$ cat config.mk
export PLATFORM = sky130hd
export DESIGN_NAME = operand_fetch_stage
export DESIGN_NICKNAME = d
export VERILOG_FILES = /design/src/rtl/operand_fetch_stage_pkg.sv /design/src/rtl/operand_fetch_stage_scoreboard.sv /design/src/rtl/operand_fetch_stage.sv
export SDC_FILE = /design/constraint.sdc
export NUM_CORES = 1
export LEC_CHECK = 0
export ABC_CLOCK_PERIOD_IN_PS = 4030
export BUFFER_PORTS_ARGS = -buffer_cell sky130_fd_sc_hd__buf_2
export CAP_MARGIN = 20
export CORE_AREA = 2 2 157 144
export CTS_CLUSTER_DIAMETER = 100
export DETAILED_ROUTE_END_ITERATION = 10
export DIE_AREA = 0 0 159 146
export GPL_ROUTABILITY_DRIVEN = 0
export GPL_TIMING_DRIVEN = 0
export PLACE_DENSITY = 0.75
export SETUP_SLACK_MARGIN = 0.3
export SYNTH_ARGS = -nofsm -noshare
export SYNTH_HDL_FRONTEND = slang
export SYNTH_HIERARCHICAL = 1
export SYNTH_SLANG_ARGS = --single-unit
$ cat constraint.sdc
create_clock -name clock -period 4.03 [get_ports clock]
set_clock_uncertainty 0.05 [all_clocks]
set_input_delay 0.806 -clock clock [delete_from_list [all_inputs] [get_ports clock]]
set_output_delay 0.806 -clock clock [all_outputs]
set_load 0.05 [all_outputs]
$ cat src/rtl/operand_fetch_stage_pkg.sv
// -----------------------------------------------------------------------------
// operand_fetch_stage_pkg
// Shared constants for the operand fetch stage and its scoreboard.
//   REG_IDX_W    : width of an architectural register index
//   NUM_REGS     : number of architectural registers
//   XLEN_DEFAULT : default data / PC width
//   ZERO_REG     : hard-wired zero register index
// Helper function idx_hit: qualified index equality used by forwarding and
// scoreboard update logic.
// -----------------------------------------------------------------------------
package operand_fetch_stage_pkg;

  localparam int REG_IDX_W    = 5;
  localparam int NUM_REGS     = 32;
  localparam int XLEN_DEFAULT = 32;

  localparam logic [REG_IDX_W-1:0] ZERO_REG = 5'd0;

  // True when the qualifier is set and both indices name the same register.
  function automatic logic idx_hit(
    input logic                 en,
    input logic [REG_IDX_W-1:0] idx_a,
    input logic [REG_IDX_W-1:0] idx_b
  );
    return en && (idx_a == idx_b);
  endfunction

endpackage

$ cat src/rtl/operand_fetch_stage_scoreboard.sv
// -----------------------------------------------------------------------------
// op_scoreboard
// Per-register count of in-flight writes. Entry 0 (x0) is never tracked.
// Ports:
//   clock, reset_n      : rising-edge clock, asynchronous active-low reset
//   inc_en, inc_idx     : a writer of inc_idx was issued this cycle
//   dec_en, dec_idx     : a writeback to dec_idx happens this cycle
//   rs1_idx, rs1_cnt    : count lookup for source 1
//   rs2_idx, rs2_cnt    : count lookup for source 2
//   sat_flags           : one bit per register, set when its count is at max
// -----------------------------------------------------------------------------
module op_scoreboard
  import operand_fetch_stage_pkg::*;
#(
  parameter int CNT_W = 2
) (
  input  logic                 clock,
  input  logic                 reset_n,
  input  logic                 inc_en,
  input  logic [REG_IDX_W-1:0] inc_idx,
  input  logic                 dec_en,
  input  logic [REG_IDX_W-1:0] dec_idx,
  input  logic [REG_IDX_W-1:0] rs1_idx,
  input  logic [REG_IDX_W-1:0] rs2_idx,
  output logic [CNT_W-1:0]     rs1_cnt,
  output logic [CNT_W-1:0]     rs2_cnt,
  output logic [NUM_REGS-1:0]  sat_flags
);

  localparam logic [CNT_W-1:0] CNT_ZERO = {CNT_W{1'b0}};
  localparam logic [CNT_W-1:0] CNT_ONE  = {{(CNT_W-1){1'b0}}, 1'b1};
  localparam logic [CNT_W-1:0] CNT_MAX  = {CNT_W{1'b1}};

  logic [CNT_W-1:0]    cnt_r [NUM_REGS];
  logic [NUM_REGS-1:0] inc_hit_s;
  logic [NUM_REGS-1:0] dec_hit_s;

  // Decode the inc/dec requests into per-register strobes and saturation flags.
  always_comb begin
    inc_hit_s = {NUM_REGS{1'b0}};
    dec_hit_s = {NUM_REGS{1'b0}};
    sat_flags = {NUM_REGS{1'b0}};
    for (int i = 1; i < NUM_REGS; i++) begin
      inc_hit_s[i] = idx_hit(inc_en, inc_idx, REG_IDX_W'(i));
      dec_hit_s[i] = idx_hit(dec_en, dec_idx, REG_IDX_W'(i));
      sat_flags[i] = (cnt_r[i] == CNT_MAX);
    end
  end

  // Counter update: simultaneous inc and dec cancel, dec at zero is dropped,
  // inc at max is held (issue logic already blocks that case).
  always_ff @(posedge clock or negedge reset_n) begin
    if (!reset_n) begin
      for (int i = 0; i < NUM_REGS; i++) begin
        cnt_r[i] <= CNT_ZERO;
      end
    end else begin
      cnt_r[0] <= CNT_ZERO;
      for (int i = 1; i < NUM_REGS; i++) begin
        if (inc_hit_s[i] && !dec_hit_s[i] && !sat_flags[i]) begin
          cnt_r[i] <= cnt_r[i] + CNT_ONE;
        end else if (dec_hit_s[i] && !inc_hit_s[i] && (cnt_r[i] != CNT_ZERO)) begin
          cnt_r[i] <= cnt_r[i] - CNT_ONE;
        end else begin
          cnt_r[i] <= cnt_r[i];
        end
      end
    end
  end

  assign rs1_cnt = cnt_r[rs1_idx];
  assign rs2_cnt = cnt_r[rs2_idx];

endmodule

$ cat src/rtl/operand_fetch_stage.sv
// -----------------------------------------------------------------------------
// operand_fetch_stage
// Reads the register file for a decoded instruction, forwards a same-cycle
// writeback, blocks issue on outstanding writes to a source (or on a full
// destination counter) and registers the result into the ID/EX boundary.
// Ports:
//   clock, reset_n              : rising-edge clock, async active-low reset
//   in_valid/in_ready           : decode-side handshake
//   in_pc, in_rs1, in_rs2       : instruction PC and source indices
//   in_use_rs1, in_use_rs2      : source read qualifiers
//   in_rd, in_rd_we             : destination index and write enable
//   rf_addr_rs1/2, rf_data_rs1/2: register file read port
//   wb_valid, wb_rd, wb_data    : writeback bus (same as RF write port)
//   out_valid/out_ready         : execute-side handshake
//   out_pc, out_rs1_data, out_rs2_data, out_rd, out_rd_we : registered payload
//   stall_cycles                : only with OPFETCH_PERF_EN, saturating count of
//                                 cycles with in_valid high and in_ready low
// Configuration macro: OPFETCH_PERF_EN
// -----------------------------------------------------------------------------
module operand_fetch_stage
  import operand_fetch_stage_pkg::*;
#(
  parameter int CNT_W = 2,
  parameter int XLEN  = XLEN_DEFAULT
) (
  input  logic                 clock,
  input  logic                 reset_n,
  input  logic                 in_valid,
  output logic                 in_ready,
  input  logic [XLEN-1:0]      in_pc,
  input  logic [REG_IDX_W-1:0] in_rs1,
  input  logic [REG_IDX_W-1:0] in_rs2,
  input  logic                 in_use_rs1,
  input  logic                 in_use_rs2,
  input  logic [REG_IDX_W-1:0] in_rd,
  input  logic                 in_rd_we,
  output logic [REG_IDX_W-1:0] rf_addr_rs1,
  output logic [REG_IDX_W-1:0] rf_addr_rs2,
  input  logic [XLEN-1:0]      rf_data_rs1,
  input  logic [XLEN-1:0]      rf_data_rs2,
  input  logic                 wb_valid,
  input  logic [REG_IDX_W-1:0] wb_rd,
  input  logic [XLEN-1:0]      wb_data,
  output logic                 out_valid,
  input  logic                 out_ready,
  output logic [XLEN-1:0]      out_pc,
  output logic [XLEN-1:0]      out_rs1_data,
  output logic [XLEN-1:0]      out_rs2_data,
  output logic [REG_IDX_W-1:0] out_rd,
  output logic                 out_rd_we
`ifdef OPFETCH_PERF_EN
  ,
  output logic [31:0]          stall_cycles
`endif
);

  localparam logic [CNT_W-1:0] CNT_ZERO = {CNT_W{1'b0}};
  localparam logic [CNT_W-1:0] CNT_ONE  = {{(CNT_W-1){1'b0}}, 1'b1};

  logic [CNT_W-1:0]    rs1_cnt_s;
  logic [CNT_W-1:0]    rs2_cnt_s;
  logic [NUM_REGS-1:0] sat_flags_s;
  logic [XLEN-1:0]     rs1_sel_s;
  logic [XLEN-1:0]     rs2_sel_s;
  logic                hazard_rs1_s;
  logic                hazard_rs2_s;
  logic                full_rd_s;
  logic                accept_s;
  logic                sb_inc_s;
  logic                sb_dec_s;

  logic                out_valid_r;
  logic [XLEN-1:0]     out_pc_r;
  logic [XLEN-1:0]     out_rs1_data_r;
  logic [XLEN-1:0]     out_rs2_data_r;
  logic [REG_IDX_W-1:0] out_rd_r;
  logic                out_rd_we_r;

  assign rf_addr_rs1 = in_rs1;
  assign rf_addr_rs2 = in_rs2;

  assign sb_inc_s = accept_s && in_rd_we && (in_rd != ZERO_REG);
  assign sb_dec_s = wb_valid && (wb_rd != ZERO_REG);

  op_scoreboard #(
    .CNT_W (CNT_W)
  ) u_scoreboard (
    .clock     (clock),
    .reset_n   (reset_n),
    .inc_en    (sb_inc_s),
    .inc_idx   (in_rd),
    .dec_en    (sb_dec_s),
    .dec_idx   (wb_rd),
    .rs1_idx   (in_rs1),
    .rs2_idx   (in_rs2),
    .rs1_cnt   (rs1_cnt_s),
    .rs2_cnt   (rs2_cnt_s),
    .sat_flags (sat_flags_s)
  );

  // Operand select: x0 reads zero, a same-cycle writeback wins over RF data.
  always_comb begin
    rs1_sel_s = rf_data_rs1;
    rs2_sel_s = rf_data_rs2;
    if (in_rs1 == ZERO_REG) begin
      rs1_sel_s = {XLEN{1'b0}};
    end else if (idx_hit(wb_valid, wb_rd, in_rs1)) begin
      rs1_sel_s = wb_data;
    end else begin
      rs1_sel_s = rf_data_rs1;
    end
    if (in_rs2 == ZERO_REG) begin
      rs2_sel_s = {XLEN{1'b0}};
    end else if (idx_hit(wb_valid, wb_rd, in_rs2)) begin
      rs2_sel_s = wb_data;
    end else begin
      rs2_sel_s = rf_data_rs2;
    end
  end

  // Issue checks: a source is clear when its last outstanding write lands now;
  // a full destination counter frees up if one of its writes lands now.
  always_comb begin
    hazard_rs1_s = in_use_rs1 && (in_rs1 != ZERO_REG) && (rs1_cnt_s != CNT_ZERO) &&
                   !(idx_hit(wb_valid, wb_rd, in_rs1) && (rs1_cnt_s == CNT_ONE));
    hazard_rs2_s = in_use_rs2 && (in_rs2 != ZERO_REG) && (rs2_cnt_s != CNT_ZERO) &&
                   !(idx_hit(wb_valid, wb_rd, in_rs2) && (rs2_cnt_s == CNT_ONE));
    full_rd_s    = in_rd_we && (in_rd != ZERO_REG) && sat_flags_s[in_rd] &&
                   !idx_hit(wb_valid, wb_rd, in_rd);
  end

  // in_ready intentionally excludes in_valid to avoid a valid->ready loop.
  assign in_ready = !hazard_rs1_s && !hazard_rs2_s && !full_rd_s &&
                    (!out_valid_r || out_ready);
  assign accept_s = in_valid && in_ready;

  // ID/EX boundary register: load on accept, drop valid when consumed, else hold.
  always_ff @(posedge clock or negedge reset_n) begin
    if (!reset_n) begin
      out_valid_r    <= 1'b0;
      out_pc_r       <= {XLEN{1'b0}};
      out_rs1_data_r <= {XLEN{1'b0}};
      out_rs2_data_r <= {XLEN{1'b0}};
      out_rd_r       <= ZERO_REG;
      out_rd_we_r    <= 1'b0;
    end else if (accept_s) begin
      out_valid_r    <= 1'b1;
      out_pc_r       <= in_pc;
      out_rs1_data_r <= rs1_sel_s;
      out_rs2_data_r <= rs2_sel_s;
      out_rd_r       <= in_rd;
      out_rd_we_r    <= in_rd_we;
    end else if (out_ready) begin
      out_valid_r    <= 1'b0;
    end else begin
      out_valid_r    <= out_valid_r;
    end
  end

  assign out_valid    = out_valid_r;
  assign out_pc       = out_pc_r;
  assign out_rs1_data = out_rs1_data_r;
  assign out_rs2_data = out_rs2_data_r;
  assign out_rd       = out_rd_r;
  assign out_rd_we    = out_rd_we_r;

`ifdef OPFETCH_PERF_EN
  logic [31:0] stall_cnt_r;

  // Saturating count of cycles where decode offers an instruction we refuse.
  always_ff @(posedge clock or negedge reset_n) begin
    if (!reset_n) begin
      stall_cnt_r <= 32'd0;
    end else if (in_valid && !in_ready && (stall_cnt_r != 32'hFFFF_FFFF)) begin
      stall_cnt_r <= stall_cnt_r + 32'd1;
    end else begin
      stall_cnt_r <= stall_cnt_r;
    end
  end

  assign stall_cycles = stall_cnt_r;
`endif

endmodule

==> flow_metrics.py <==
metrics = {
    "status": {
        "outcome": "complete, but fails checks",
        "violations": "setup timing",
    },
    "synthesis": {
        "synth.distinct_cells": 64,
        "yosys_warnings": 6,
        "ys_seq_area_share_pct": 38.9,
        "synthTopCellsByArea": "dfrtp_1 (39%), mux2_4 (8.1%), mux2i_1 (7.4%)",
        "synth_top_area_share_pct": 38.9,
        "synthCells": 959,
        "syn_area_per_cell_um2": 11.1,
        "ys_ff_latch": 165,
        "synth_nets": 1115,
        "synth_area_mm2": 0.0106,
        "synth_ff_type": "dfrtp_1",
        "synth_async_sr_flop_share_pct": 100,
        "synth_area_leader_cell": "dfrtp_1",
        "synth_edf_count": 0,
    },
    "cts": {
        "cts_tree": "yes",
        "cts_num_sinks": 165,
        "clk_latency_ns": 0.44,
        "cts_buffers": 17,
        "htreeDepth": 4,
        "clock_path_buffers": 2,
        "path_clk_slew_ns": 0.08,
        "clockRootBuffer": "clkbuf_16",
        "cts_hold_buffers": 0,
    },
    "place": {
        "hpwl_um": 26400,
        "pre_cts_ws_ns": -1.08,
        "place_area_mm2": 0.0124,
        "portBuffers": 269,
    },
    "floorplan": {
        "coreArea_mm2": 0.0214,
        "pin_count": 270,
        "start_util_pct": 49.5,
        "die_x_um": 159,
        "die_area_mm2": 0.0232,
        "die_y_um": 146,
        "core.rowCount": 51,
    },
    "sta": {
        "slew_headroom_pct": 48.2,
        "fin_crit_sh_pct": 104,
        "fmax_ghz": 0.239,
        "worst_pin_slew_ns": 0.774,
        "finalHoldViolations": 0,
        "final.setup.worst_slack_ns": -0.151,
        "finalSetupViolations": 33,
        "rsz0062_at_grt": "true",
        "finalCriticalPeriod_ns": 4.18,
        "maxSlewViolCount": 0,
    },
    "critical_path": {
        "start_kind": "input pin",
        "worstPathMaxFanout": 8,
        "crit_family": "simple AND/OR/NAND/NOR gates",
        "critPathMaxStageDelay_ns": 0.54,
        "cp.required_ns": 4.36,
        "crit_buf_inv": 6,
        "cp.arrival_ns": 4.51,
        "crit_path_cell_trace": "buf_12, buf_12, buf_4, mux4_2, nand3b_1, a41oi_1, a31o_1, o211ai_1, nand3_2, nor3b_4, o311ai_4, buf_6, buf_12, nor2_4, or4b_4, o211ai_1, buf_4, a21boi_2, mux2_4",
        "crit_type": "in -> reg",
        "crit_top_cell": "buf_12",
        "end_kind": "register",
        "slowest_stage": "or4b_4",
    },
    "power_and_ir_drop": {
        "power_leakage_nw": 6.05,
        "p_comb_share_pct": 40.3,
        "irDropWorstVdd_v": 0.000308,
        "clkPwrFrac_pct": 25.6,
        "power.switching_w": 0.00281,
        "seqPwrFrac_pct": 34.1,
        "finalPower_w": 0.00659,
        "pwr_density_cell_mw_per_mm2": 477,
        "swShare_pct": 42.6,
        "p_int_w": 0.00378,
    },
    "layout": {
        "final_cell_mix": "buf_2 (281), dfrtp_1 (165), nor2_1 (90)",
        "stdcell_area_mm2": 0.0138,
        "drive_above_1_share_pct": 45.5,
        "layout_commonest_cell": "buf_2",
        "final_util_pct": 64.5,
        "area_growth_pct": 30.3,
        "fin_nets": 1461,
    },
    "route": {
        "wire_per_inst_um": 22.2,
        "first_pass_iters": 5,
        "ant_nets": 0,
        "vias": 9726,
        "routed_wirelength_um": 35900,
        "drc_errors": 0,
        "drtIter0Drc": 1361,
        "viasPerCell": 6.01,
    },
    "grt": {
        "grt_max_degree": 95,
        "grt_overflow": 0,
        "grt_pass1_wl_um": 54400,
        "antenna_found_initial": 9,
        "grt_pass1_vias": 9420,
        "grtUsageTotal_pct": 30.4,
    },
    "flow_run": {
        "maxCapViolCount": 0,
    },
    "worst_hold_path": {
        "hold_path_class": "in -> async",
    },
}
## per-layer routing
layer  wire [um]  vias to the layer above  track usage (%)
li1            -                     4276                -
met1       13900                     4829             38.0
met2       17600                      510             51.0
met3        3010                      109             6.78
met4        1350                        2             12.6
met5          13                        -                0
## worst register-to-register path, stage by stage (launching register included)
cell and delay (ns):
dfrtp_1 0.44, mux4_2 0.56, nand3_1 0.11, a41oi_1 0.14, a31o_1 0.24, o211ai_1 0.12
nand3_2 0.14, nor3b_4 0.26, o311ai_4 0.15, buf_6 0.15, buf_12 0.12, nor2_4 0.17
or4b_4 0.54, o211ai_1 0.24, buf_4 0.16, a21boi_2 0.14, mux2_4 0.15
## sequential cells by signal, indices dropped and copies added (netlist names)
register	flops
out_pc	32
out_rd	5
out_rd_we	1
out_rs1_data	32
out_rs2_data	32
out_valid	1
u_scoreboard/cnt_r	62
## area by class of cell
type,count,area [um^2]
antenna,9,22.5
buffer,71,522
clock buffer,17,425
clock inverter,15,175
fill,1701,7610
inverter,37,139
multi-input combinational,686,6180
sequential,165,4130
tap,291,364
timing repair buffer,327,1870
## path summary, 6_finish.rpt
| path | start | endpoint | slack (ns) | cells past startpoint |
|---|---|---|---|---|
| setup reg to reg | u_scoreboard/cnt_r[1] | u_scoreboard/cnt_r[54] | 0.08 | 16 |
| setup / recovery | in_rs1[0] | u_scoreboard/cnt_r[54] | -0.15 | 19 |
| max in group asynchronous | reset_n | u_scoreboard/cnt_r[37] | 2.74 | 2 |
| hold reg to reg | out_pc[2] | out_pc[2] | 0.45 | 1 |
| min in group clock | out_pc[2] | out_pc[2] | 0.45 | 1 |
| hold / removal | reset_n | out_pc[25] | 0.27 | 1 |
## kinds of logic after synthesis
logic type	synth area share [%]
compound gates	15.0
mux	28.2
simple gates	11.4
flops	38.9
buf+inv	5.25
xor+xnor	1.24
other cells	0.0353
## cells in the mapped netlist, drive strengths merged, types with 5 or more instances
cell type / n
dfrtp: 165
mux2: 113
nor2: 91
o211ai: 81
mux2i: 78
a21oi: 56
buf: 46
inv: 37
and2: 35
mux4: 32
o21ai: 26
clkbuf: 25
o21a: 24
nand2: 15
xor2: 12
a211oi: 8
nand3b: 8
a21boi: 7
o21bai: 7
and4b: 6
nand2b: 6
nand4b: 6
nand4bb: 6
nor2b: 6
a31o: 5
nand3: 5
nor4: 5
## metrics by stage
step	hold WS (ns)	cells	TNS [ns]
finish	0.266	1618	-1.98
floorplan	0.438	959	-0.156
global route	0.314	1617	-6.79
global placement	0.426	1519	-134.20
detailed placement	0.437	1520	-57.01
CTS	0.295	1593	-0.0212
## power groups by stage
| stage | combinational, W | clock, W | sequential [W] |
|---|---|---|---|
| floorplan | 0.000815 | 0 | 0.00330 |
| global placement | 0.00253 | 0 | 0.00224 |
| detailed placement | 0.00256 | 0 | 0.00227 |
| CTS | 0.00262 | 0.00171 | 0.00224 |
| global route | 0.00276 | 0.00178 | 0.00229 |
| finish | 0.00266 | 0.00169 | 0.00225 |
## what timing repair did
action	4_1_cts	5_1_grt
setup endpoints to repair	63	63
setup buffers	41	15
gates cloned	0	1
gates resized for setup	54	31
pin swaps	39	35
(Power assumes the default switching activity.)
